$ cat src/rtl/alu_seq.sv
// Accumulator ALU with acc, result latch and C/Z flags. Most ops finish on the accept edge.
// Shifts run one bit per cycle and multiply runs one shift-add step per cycle.
module alu_seq #(
    parameter int unsigned WIDTH  = 8,
    parameter int unsigned SHW    = $clog2(WIDTH) + 1,
    parameter bit          MUL_EN = 1'b1
) (
    input  logic             tclk,
    input  logic             reset,
    input  logic             op_valid,
    input  logic [3:0]       op,
    input  logic [WIDTH-1:0] d_in,
    input  logic [SHW-1:0]   shamt,
    output logic [WIDTH-1:0] acc,
    output logic [WIDTH-1:0] latch,
    output logic             c,
    output logic             z,
    output logic             busy,
    output logic             done
);
    localparam logic [3:0] OpAdd  = 4'd0;
    localparam logic [3:0] OpSub  = 4'd1;
    localparam logic [3:0] OpNand = 4'd2;
    localparam logic [3:0] OpShr  = 4'd3;
    localparam logic [3:0] OpShl  = 4'd4;
    localparam logic [3:0] OpLd   = 4'd5;
    localparam logic [3:0] OpSt   = 4'd6;
    localparam logic [3:0] OpAdc  = 4'd7;
    localparam logic [3:0] OpSbc  = 4'd8;
    localparam logic [3:0] OpMul  = 4'd9;
    localparam logic [3:0] OpMva  = 4'd10;

    typedef enum logic [1:0] {StIdle, StShift, StMul} state_e;

    state_e               state_q, state_d;
    logic [WIDTH-1:0]     acc_q, acc_d, latch_q, latch_d;
    logic [WIDTH-1:0]     work_q, work_d, mplier_q, mplier_d;
    logic [2*WIDTH-1:0]   mcand_q, mcand_d, prod_q, prod_d;
    logic [SHW-1:0]       cnt_q, cnt_d, k;
    logic                 c_q, c_d, z_q, z_d, busy_q, busy_d, done_q, done_d, left_q, left_d;
    logic [WIDTH:0]       sum, diff;
    logic [WIDTH-1:0]     res;
    logic                 res_c, wr_res;

    always_ff @(posedge tclk) begin
        if (!reset) begin
            state_q  <= StIdle;
            acc_q    <= '0;
            latch_q  <= '0;
            c_q      <= 1'b0;
            z_q      <= 1'b0;
            busy_q   <= 1'b0;
            done_q   <= 1'b0;
            left_q   <= 1'b0;
            work_q   <= '0;
            cnt_q    <= '0;
            mcand_q  <= '0;
            mplier_q <= '0;
            prod_q   <= '0;
        end else begin
            state_q  <= state_d;
            acc_q    <= acc_d;
            latch_q  <= latch_d;
            c_q      <= c_d;
            z_q      <= z_d;
            busy_q   <= busy_d;
            done_q   <= done_d;
            left_q   <= left_d;
            work_q   <= work_d;
            cnt_q    <= cnt_d;
            mcand_q  <= mcand_d;
            mplier_q <= mplier_d;
            prod_q   <= prod_d;
        end
    end

    always_comb begin
        state_d  = state_q;
        acc_d    = acc_q;
        latch_d  = latch_q;
        c_d      = c_q;
        z_d      = z_q;
        busy_d   = busy_q;
        done_d   = 1'b0;
        left_d   = left_q;
        work_d   = work_q;
        cnt_d    = cnt_q;
        mcand_d  = mcand_q;
        mplier_d = mplier_q;
        prod_d   = prod_q;
        res      = '0;
        res_c    = 1'b0;
        wr_res   = 1'b0;
        k        = (shamt > SHW'(WIDTH)) ? SHW'(WIDTH) : shamt;
        sum      = {1'b0, acc_q} + {1'b0, d_in} + {{WIDTH{1'b0}}, (op == OpAdc) & c_q};
        // Bit WIDTH of the difference is the borrow out.
        diff     = {1'b0, acc_q} - {1'b0, d_in} - {{WIDTH{1'b0}}, (op == OpSbc) & c_q};

        unique case (state_q)
            StIdle: begin
                if (op_valid) begin
                    done_d = 1'b1;
                    case (op)
                        OpAdd, OpAdc: begin
                            res = sum[WIDTH-1:0]; res_c = sum[WIDTH]; wr_res = 1'b1;
                        end
                        OpSub, OpSbc: begin
                            res = diff[WIDTH-1:0]; res_c = diff[WIDTH]; wr_res = 1'b1;
                        end
                        OpNand: begin
                            res = ~(acc_q & d_in); wr_res = 1'b1;
                        end
                        OpShr, OpShl: begin
                            if (k == '0) begin
                                res = acc_q; wr_res = 1'b1;
                            end else begin
                                work_d  = acc_q;
                                cnt_d   = k;
                                left_d  = (op == OpShl);
                                busy_d  = 1'b1;
                                done_d  = 1'b0;
                                state_d = StShift;
                            end
                        end
                        OpLd:  acc_d   = d_in;
                        OpSt:  latch_d = acc_q;
                        OpMul: begin
                            if (MUL_EN) begin
                                mcand_d  = {{WIDTH{1'b0}}, acc_q};
                                mplier_d = d_in;
                                prod_d   = '0;
                                cnt_d    = SHW'(WIDTH);
                                busy_d   = 1'b1;
                                done_d   = 1'b0;
                                state_d  = StMul;
                            end
                        end
                        OpMva: acc_d = latch_q;
                        default: ;
                    endcase
                end
            end
            StShift: begin
                res_c  = left_q ? work_q[WIDTH-1] : work_q[0];
                work_d = left_q ? (work_q << 1) : (work_q >> 1);
                cnt_d  = cnt_q - 1'b1;
                if (cnt_q == SHW'(1)) begin
                    res = work_d; wr_res = 1'b1;
                    busy_d = 1'b0; done_d = 1'b1; state_d = StIdle;
                end
            end
            StMul: begin
                prod_d   = mplier_q[0] ? (prod_q + mcand_q) : prod_q;
                mcand_d  = mcand_q << 1;
                mplier_d = mplier_q >> 1;
                cnt_d    = cnt_q - 1'b1;
                if (cnt_q == SHW'(1)) begin
                    res = prod_d[WIDTH-1:0]; res_c = |prod_d[2*WIDTH-1:WIDTH]; wr_res = 1'b1;
                    busy_d = 1'b0; done_d = 1'b1; state_d = StIdle;
                end
            end
            default: state_d = StIdle;
        endcase

        if (wr_res) begin
            latch_d = res;
            c_d     = res_c;
            z_d     = (res == '0);
        end
    end

    always_comb begin
        acc   = acc_q;
        latch = latch_q;
        c     = c_q;
        z     = z_q;
        busy  = busy_q;
        done  = done_q;
    end
endmodule

$ cat config.mk
export PLATFORM = sky130hd
export DESIGN_NAME = alu_seq
export DESIGN_NICKNAME = d
export VERILOG_FILES = /design/src/rtl/alu_seq.sv
export SDC_FILE = /design/constraint.sdc
export NUM_CORES = 1
export LEC_CHECK = 0
export CORE_UTILIZATION = 55
export CTS_BUF_LIST = sky130_fd_sc_hd__clkbuf_16
export CTS_CLUSTER_SIZE = 40
export DETAILED_ROUTE_END_ITERATION = 7
export MAX_ROUTING_LAYER = met4
export PLACE_DENSITY = 0.75
export SYNTH_ARGS = -nofsm -noshare
export SYNTH_HDL_FRONTEND = slang
export SYNTH_SLANG_ARGS = --single-unit
$ cat constraint.sdc
create_clock -name tclk -period 5.2 [get_ports tclk]
set_input_delay 0.78 -clock tclk [delete_from_list [all_inputs] [get_ports tclk]]
set_output_delay 0.78 -clock tclk [all_outputs]
set_load 0.005 [all_outputs]
== Word level (Yosys, flattened, before mapping) ==
Index checks and enable logic that the tools add are counted.
Operators by class
  shift-type cells: 0
  order comparisons: 1
  bitwise logic cells: 5
  mux-type cells: 54
  div/mod/pow operators: 0
  multipliers: 0
  eq/ne operators: 20
  reductions and logical operators: 25
  add/sub/neg operators: 6
Operator list (count)
  $mux W8: 14
  $mux W16: 5
  $pmux W16 S2: 2
  $pmux W8 S2: 3
  $pmux W8 S4: 1
  $pmux W8 S3: 1
  $add A16 B16 Y16: 1
  $eq A4 B3 Y1 const B: 4
  $pmux W4 S2: 2
  $reduce_and A4 Y1: 4
  $pmux W1 S2: 7
  $reduce_bool A2 Y1: 7
  $eq A4 B4 Y1 const B: 3
  $mux W4: 3
  $mux W1: 10
  $add A8 B8 Y9: 1
  $add A9 B1 Y9: 1
  $reduce_and A3 Y1: 3
  $sub A8 B8 Y9: 1
  $sub A9 B1 Y9: 1
  $and A8 B8 Y8: 1
  $eq A4 B1 Y1 const B: 2
  $eq A4 B2 Y1 const B: 2
  $logic_not A4 Y1: 2
  other kinds (20): 30
Storage, ports and cells
  memory bits (read-only): 0
  bits in writable memories: 0
  logic and storage cells: 124
  output and inout port bits: 20
  input bits: 19
  register bits after elaboration: 75
  memories: 0
  bits in latches: 0

== Depth between registers and ports, before layout ==
Gate-level depths: netlist of the first run.
  depth in word-level cells: 9
  mapped depth: 14
  gate-level depth less buffers: 13

== Least setup slack after synthesis of the first run ==
No wires, ideal clock.
  path type: input port to flip-flop
  from: input op[0]
  to: register c_q (netlist: c)
  setup time: 0.141 ns
  buffers on the path: 1
  stages on the path: 12
  data required time: 5.059 ns
  path slack: 1.304 ns
  arrival time: 3.756 ns
  cells stage by stage: buf_2 > or4_1 > fa_1 > fa_1 > nor3b_2 > o21bai_1 > or3_1 > o311a_1 > nor3_2 > o211ai_1 > a2111oi_2 > a41oi_1
On the way
  cells in the longest elaborated chain, start to end: 6
  elaborated cells on any way between the ends: 21
  those cells by class: add/sub: 2; eq/ne: 6; mux: 6; bitwise: 2; reduce/logical: 5
Ends and longest elaborated chain
  from (decl): line 11  | input logic [3:0] op,
  $eq A4 B4 Y1 / $eq A4 B3 Y1 (equally long branches): line 97, 103, 95
  $and A1 B1 Y1 (on tied branches): line 97, 95
  $sub A9 B1 Y9 / $add A9 B1 Y9 (equally long branches): line 97, 95
  $pmux W1 S2: line 103  | case (op)
  $mux W1: line 101  | if (op_valid) begin
  $pmux W1 S3: line 99  | unique case (state_q)
  to (signal assigned): line 50  | c_q <= 1'b0;
  to (signal assigned): line 64  | c_q <= c_d;
  to (decl): line 40  | logic c_q, c_d, z_q, z_d, busy_q, busy_d, done_q, done_d, left_q, left_d;
Several ways; a longest one is shown, not always the timed one.
A chain may end at the register's enable or synchronous reset.

== Worst setup path in the final report of the first run ==
  from: input op[3]
  to: register c_q (netlist: c)
Same word-level chain as after synthesis.

==> results.txt, run 1 <==
CP Capture Type: register
Root Buffer: clkbuf_16
# fillers: 910
Pre-CTS WS: 0.431 ns
DR WL/cell: 18.9 µm
CTS Buffer Depth: 2
Total nets after synthesis: 782
Fin. Hold Viols: 0
Die area: 10600 µm²
Top FF cell, synth: dfxtp_1
Area leader, netlist: dfxtp_1
Clock Latency Late Sink: 0.35 ns
Maxcap violations: 0
Clk sinks: 75
Rel. slew slack: 30.3%
GR Overflow Total: 0
Worst reg2reg path endpoint: c
Hold slack: 0.471 ns
Fin crit share: 85.3%
Number of synthesized flops with an enable pin: 0
Reg-to-reg slack, setup: 1.51 ns
Hold path depth: 2
HP Class: reg -> reg
Total track usage: 33.7%
Worst-path clk slew: 0.05 ns
Leakage Power: 2.27 nW
CP required: 5.40 ns
Final net count: 801
Final worst path period need: 4.44 ns
Cell count after synthesis: 715
Post-DRT Antenna Nets: 0
CP Launch Type: primary input
Sum Neg Setup Slack: 0 ns
Vias in the first global route: 5176
Total core area: 9820 µm²
Slew @ Worst Pin: 1.04 ns
Most frequent cells in the layout: nor2_1 (90), dfxtp_1 (75), nand2_1 (64), a21oi_1 (43), ha_1 (43)
I/O Pins: 39
Setup WS post-layout: 0.764 ns
First-pass GRT wire length: 26100 µm
RSZ-0062 raised after global routing: no
Finish-stage setup viols: 0
Gp weighted congestion: 0.908
Max-slew violations: 0
CTS tree: yes
Setup CP Type: in -> reg
Reg area: 1500 µm²
Power after layout: 1.46 mW
Register area share after synthesis: 26.7%
Largest net degree at the start of global routing: 44
Clock Skew: 0.00880 ns
Area of the multi-input gates: 3850 µm²
TritonRoute pass-1 iters: 5
Origin of the critical flop-to-flop path: c
Die height: 103 µm
Post-synth cell types: 74
Outcome: finished, final reports clean
Initial antenna violation count: 0
Synth top area cells: dfxtp_1 (27%), ha_1 (9.6%), mux2i_1 (6.1%)
Peak VDD IR: 0.000206 V
Cts bufs inserted: 9
Share of layout cells above drive strength 1: 5.03%
DIE WIDTH: 103 µm
WHS Endpoint: prod_q[2]
Worst-path fanout max: 13
ANT cells: 0
Hold_buf cts: 0
Routed vias/inst: 6.37
PD cells: 232 nW/µm²
Post-route DRC: 0
Mapped Area: 5620 µm²
Post-DP HPWL: 12000 µm
H-tree levels: 3
Routed WL: 16400 µm
Area growth syn-to-layout: 12.2%
Yosys top cell area share: 26.7%
Post-CTS setup buffer count: 0
Fmax: 0.225 GHz
Synth warn: 0
WP data arrival: 4.64 ns
I/O Buffers: 38
Starting Density: 57.3%
Origin of the worst min-delay path: prod_q[2]
DR vias: 5530
Row cnt: 36
FF+latch count, synth: 75
Mapped Avg Cell Area: 7.86 µm²
Post-synth ARST share: 0%
Commonest non-fill, non-tap cell in the layout: nor2_1
Post-CTS sizing: 0
DR iter-0 viols: 294
R2R depth: 12
-- cells in the mapped netlist, drive strengths merged, types with 4 or more instances --
library cell  instances
fa                    5
inv                  33
nand3b                4
nor2b                 8
o31ai                 8
o21bai                4
xnor2                15
clkbuf               28
mux2i                34
a21oi                43
mux2                  4
nand3                24
nor4b                 4
a22oi                11
or2                   7
nor3                 10
o22ai                 8
a211oi               29
a31oi                 6
xor2                  5
buf                   8
a21o                  8
a221oi                5
nand2                64
o211ai               20
ha                   43
nor3b                 4
o21ai                44
nor4                  4
nand2b                8
o21a                  5
or3                   6
nor2                 90
dfxtp                75
-- cell type report --
| cell class | instances | area share, % |
|---|---|---|
| multi-input cells | 569 | 61.0 |
| flip-flops and latches | 75 | 23.8 |
| well taps | 133 | 2.64 |
| clock inverters | 3 | 0.198 |
| repair buffers | 44 | 6.74 |
| inverters | 35 | 2.08 |
| clock buffers | 9 | 3.57 |
-- per-stage QoR --
step,area (µm²),utilization (%),std cells
after detailed placement,6070,61.9,856
after global routing,6310,64.3,868
after CTS,6310,64.3,868
after global placement,6070,61.9,856
final,6310,64.3,868
after floorplan,5620,-,715
-- per-layer routing --
metal	wire length, µm	GRT usage [%]	part of all wire [%]	up-vias
met5	0	-	0	-
met1	7350	42.4	45	2640
met3	982	6.78	6.0	39
met4	444	12.6	2.7	0
met2	7640	53.2	47	195
li1	-	-	-	2656
-- power by group --
group          switching [mW]  internal (mW)  total (mW)
clock network           0.235          0.308       0.543
registers              0.0229          0.595       0.618
logic                   0.171          0.129       0.300
total                   0.430           1.03        1.46
-- critical path: stages --
cell,delay [ns]
clkdlybuf4s50_1,0.71
nand2_1,0.10
or4_1,0.46
fa_1,0.44
fa_1,0.46
nor3b_2,0.24
o21bai_1,0.13
or3_1,0.36
o311a_1,0.16
nor3_2,0.20
o211ai_1,0.14
a2111oi_2,0.28
a41oi_1,0.17
-- flip-flops by register name (all words and copies together), names as in the netlist --
| register | flops |
|---|---|
| state_q | 2 |
| done | 1 |
| work_q | 8 |
| busy | 1 |
| prod_q | 16 |
| mplier_q | 8 |
| z | 1 |
| latch | 8 |
| mcand_q | 16 |
| acc | 8 |
| left_q | 1 |
| c | 1 |
| cnt_q | 4 |
-- kinds of logic after synthesis --
group	Yosys count	synth area share (%)
AOI/OAI and AO/OA	213	25.3
DFF	75	26.7
and+or+nand+nor	249	21.5
adders and majority gates	49	11.5
muxes	38	6.85
xor gates and xnor gates	20	3.12
buffers and inverters	71	5.03
-- worst max path at each step --
| stage | start | to | slack [ns] | cells past startpoint |
|---|---|---|---|---|
| after global routing | op[3] | c | 0.52 | 13 |
| after CTS | op[3] | c | 0.78 | 13 |
| after detailed placement | op[3] | c | 0.43 | 13 |
| after floorplan | op[0] | c | 1.30 | 12 |
| after global placement | op[3] | c | 0.60 | 13 |
| final | op[3] | c | 0.76 | 13 |
(Power assumes the default switching activity.)
==> run 2, diff against run 1 <==
--- a/config.mk
+++ b/config.mk
@@ -5,12 +5,11 @@
 export SDC_FILE = /design/constraint.sdc
 export NUM_CORES = 1
 export LEC_CHECK = 0
-export CORE_UTILIZATION = 55
+export CORE_UTILIZATION = 35
 export CTS_BUF_LIST = sky130_fd_sc_hd__clkbuf_16
 export CTS_CLUSTER_SIZE = 40
 export DETAILED_ROUTE_END_ITERATION = 7
 export MAX_ROUTING_LAYER = met4
-export PLACE_DENSITY = 0.75
 export SYNTH_ARGS = -nofsm -noshare
 export SYNTH_HDL_FRONTEND = slang
 export SYNTH_SLANG_ARGS = --single-unit
==> constraint.sdc (replaced) <==
create_clock -name tclk -period 5.2 [get_ports tclk]
set_input_delay 0.78 -clock tclk [delete_from_list [all_inputs] [get_ports tclk]]
set_output_delay 0.78 -clock tclk [all_outputs]
set_load 0.1 [all_outputs]
==> results.txt, run 2 (synthesis gave the netlist of run 1 again) <==
Worst-path clk slew: 0.06 ns
Critical-path top delay cell: or4_1
Total core area: 15400 µm²
Post-CTS sizing: 0
RSZ-0062 raised after global routing: no
Rel. slew slack: 20.4%
Finish-stage setup viols: 0
I/O Pins: 39
Worst-path fanout max: 13
Peak VDD IR: 0.000151 V
Cell mode on critical path: fa_1
TritonRoute pass-1 iters: 5
HP Class: reg -> reg
Most frequent cells in the layout: nor2_1 (90), dfxtp_1 (75), nand2_1 (64), a21oi_1 (43), ha_1 (43)
GR Overflow Total: 0
Gp weighted congestion: 0.879
Sum Neg Setup Slack: 0 ns
Starting Density: 36.4%
Clk sinks: 75
Commonest non-fill, non-tap cell in the layout: nor2_1
Post-DP HPWL: 12700 µm
Row cnt: 45
Final net count: 803
Hold_buf cts: 0
Largest net degree at the start of global routing: 44
Outcome: finished, final reports clean
Fin area: 6500 µm²
PD cells: 257 nW/µm²
Routed WL: 17100 µm
DIE WIDTH: 129 µm
Slew @ Worst Pin: 1.19 ns
Root Buffer: clkbuf_16
CP Capture Type: register
Die height: 129 µm
Area post-placement: 6190 µm²
Fin crit share: 82.5%
Cts bufs inserted: 9
Hold slack: 0.474 ns
Clock Skew: 0.00782 ns
Area growth syn-to-layout: 15.6%
DR WL/cell: 18.0 µm
Regs by FF count: mcand_q: 16 flops, prod_q: 16 flops
Critical-path cell list: clkdlybuf4s50_1 > buf_4 > or4_1 > fa_1 > fa_1 > nor3b_2 > o21bai_1 > or3_1 > o311a_1 > nor3_2 > o211ai_1 > a2111oi_2 > a41oi_1
CTS tree: yes
I/O Buffers: 38
First-pass GRT wire length: 27700 µm
Fmax: 0.233 GHz
DR iter-0 viols: 466
DR vias: 5411
Die area: 16600 µm²
Post-CTS setup buffer count: 0
Share of layout cells above drive strength 1: 5.67%
Post-DRT Antenna Nets: 0
CTS Buffer Depth: 2
CP required: 5.41 ns
Max-slew violations: 0
CP Launch Type: primary input
Post-route DRC: 0
Power after layout: 1.67 mW
Total track usage: 22.5%
Leakage Power: 2.31 nW
Vias in the first global route: 5195
H-tree levels: 3
WP data arrival: 4.50 ns
Final worst path period need: 4.29 ns
Fin. Hold Viols: 0
Clock Latency Late Sink: 0.34 ns
Max stage delay on crit path: 0.56 ns
Maxcap violations: 0
Routed vias/inst: 5.68
Initial antenna violation count: 1
Setup CP Type: in -> reg
## run 2: stage by stage
stage          cells  worst slack, ns  util (%)
6_report         953            0.910      42.1
5_1_grt          953            0.718      42.1
4_1_cts          952            0.922      42.1
3_5_place_dp     936            0.549      40.1
3_3_place_gp     936            0.645      40.1
2_1_floorplan    715             1.30         -
## run 2: final timing paths
kind	from	to	slack, ns	depth (start not counted)
worst min-delay path	prod_q[10]	prod_q[10]	0.47	2
worst min register to register	prod_q[10]	prod_q[10]	0.47	2
worst max-delay path	op[1]	c	0.91	13
worst max register to register	c	c	1.48	12
## run 2: final cells by class
cell class	instances	area, µm²
Inverter	35	131
Tap cell	211	264
Sequential cell	75	1500
Clock buffer	9	225
Antenna cell	1	2.50
Timing Repair Buffer	46	440
Multi-Input combinational cell	569	3850
Clock inverter	7	83.8
Fill cell	1579	8930
## run 2: worst max-delay path: cells and delay by family
kind | cells | cell delay [ns]
AND/OR/NAND/NOR | 4 | 1.36
adder cells (fa/ha/maj) | 2 | 0.91
buffers and inverters | 2 | 0.56
AO/OA/AOI/OAI | 5 | 0.88
## run 2: power breakdown
group	switching (mW)	internal (mW)	total, mW
Combinational	0.252	0.130	0.381
Sequential	0.0254	0.595	0.621
Clock	0.252	0.414	0.666
Total	0.529	1.14	1.67
## run 2: metal layers
metal / global-route usage (%) / up-vias / wire length [µm]
li1: - / 2655 / -
met1: 29.2 / 2571 / 8140
met2: 34.9 / 159 / 7780
met3: 4.66 / 26 / 867
met4: 7.13 / 0 / 364
met5: - / - / 0
==> run 3, diff against run 2 <==
==> constraint.sdc (replaced) <==
create_clock -name tclk -period 4.45 [get_ports tclk]
set_input_delay 0.6675 -clock tclk [delete_from_list [all_inputs] [get_ports tclk]]
set_output_delay 0.6675 -clock tclk [all_outputs]
set_load 0.1 [all_outputs]
==> results.txt, run 3 (synthesis gave the netlist of run 1 again) <==
Post-CTS sizing: 0
Die height: 129 µm
Die area: 16600 µm²
CP required: 4.66 ns
Most frequent cells in the layout: nor2_1 (90), dfxtp_1 (75), nand2_1 (64), a21oi_1 (43), ha_1 (43)
H-tree levels: 3
Non-filler instance count after layout: 958
# fillers: 1592
Initial antenna violation count: 0
Hold slack: 0.479 ns
Sum Neg Setup Slack: 0 ns
Internal power: 1.35 mW
Area growth syn-to-layout: 16.6%
CP Capture Type: register
DR WL/cell: 18.1 µm
Hold_buf cts: 0
Worst-path fanout max: 4
Psw: 0.652 mW
Clock Skew: 0.00780 ns
Regs by FF count: mcand_q: 16 flops, prod_q: 16 flops
Slew @ Worst Pin: 1.02 ns
Combinational power share: 22.5%
Setup CP Type: in -> reg
DIE WIDTH: 129 µm
Clock network fraction of design power: 41.4%
Commonest non-fill, non-tap cell in the layout: nor2_1
Max layer used: met4
Clk sinks: 75
Root Buffer: clkbuf_16
TritonRoute pass-1 iters: 7
Post-DRT Antenna Nets: 0
Cts bufs inserted: 9
Finish-stage setup viols: 0
Total track usage: 22.8%
Placed Instances: 942
Share of layout cells above drive strength 1: 6.69%
Post-CTS setup buffer count: 0
Fmax: 0.247 GHz
I/O Buffers: 38
RSZ-0062 raised after global routing: no
First-pass GRT wire length: 28000 µm
CTS Buffer Depth: 2
CTS tree: yes
Rel. slew slack: 32.1%
Met3 Routed Length: 916 µm
Fin. Hold Viols: 0
M1 WL: 8130 µm
Vias in the first global route: 5187
Clock Latency Late Sink: 0.35 ns
Outcome: finished, final reports clean
DR iter-0 viols: 436
PD cells: 305 nW/µm²
I/O Pins: 39
Final worst path period need: 4.06 ns
WP data arrival: 4.27 ns
CP Launch Type: primary input
ANT cells: 0
Post-DP HPWL: 12900 µm
Peak VDD IR: 0.000189 V
HP Class: reg -> reg
Routed vias/inst: 5.74
Maxcap violations: 0
Gp weighted congestion: 0.861
Routed wire length on met2: 7970 µm
Reg power frac: 36.1%
Starting Density: 36.4%
Max-slew violations: 0
Total core area: 15400 µm²
Post-route DRC: 0
Final net count: 809
Leakage Power: 2.34 nW
Row cnt: 45
Worst-path clk slew: 0.07 ns
Routed WL: 17300 µm
GR Overflow Total: 0
Fin crit share: 91.1%
DR vias: 5501
Largest net degree at the start of global routing: 42
Sw frac: 32.6%
[run 3: per-layer routing]
layer	vias up	track usage, %
li1	2665	-
met1	2645	29.9
met2	166	35.7
met3	25	4.07
met4	0	6.23
met5	-	-
[run 3: power by group through the flow]
stage | Clock (mW) | Combinational (mW) | Sequential [mW]
2_1_floorplan | 0 | 0.238 | 0.818
6_report | 0.826 | 0.450 | 0.722
4_1_cts | 0.842 | 0.448 | 0.722
3_3_place_gp | 0 | 0.442 | 0.736
3_5_place_dp | 0 | 0.446 | 0.736
5_1_grt | 0.863 | 0.487 | 0.724
[run 3: area by class of cell]
cell class / count / area (µm²) / share of cell area (%)
clock buffers: 9 / 225 / 3.44
well taps: 211 / 264 / 4.03
flip-flops and latches: 75 / 1500 / 22.9
repair buffers: 52 / 485 / 7.40
clock inverters: 7 / 100 / 1.53
multi-input cells: 569 / 3850 / 58.7
inverters: 35 / 131 / 2.00
[run 3: worst max-delay path: stages]
cell,delay [ns]
clkdlybuf4s50_1,0.42
or4_1,0.56
fa_1,0.45
fa_1,0.47
nor3b_2,0.24
o21bai_1,0.12
or3_1,0.35
o311a_1,0.16
nor3_2,0.21
o211ai_1,0.13
a2111oi_2,0.32
a41oi_1,0.17
[run 3: per-stage QoR]
| stage | setup WS [ns] | utilization (%) | power (mW) | cell area [µm²] |
|---|---|---|---|---|
| 2_1_floorplan | 0.548 | - | 1.06 | 5620 |
| 3_3_place_gp | 0.135 | 40.4 | 1.18 | 6230 |
| 3_5_place_dp | 0.0508 | 40.4 | 1.18 | 6230 |
| 4_1_cts | 0.423 | 42.5 | 2.01 | 6560 |
| 5_1_grt | 0.134 | 42.5 | 2.07 | 6560 |
| 6_report | 0.394 | 42.5 | 2.00 | 6560 |
[run 3: final timing paths]
kind                             endpoint  slack, ns       from  depth (start not counted)
worst min-delay path            prod_q[3]       0.48  prod_q[3]                          2
worst max-delay path                    c       0.39      op[0]                         12
worst min register to register  prod_q[3]       0.48  prod_q[3]                          2
worst max register to register          c       0.72          c                         12
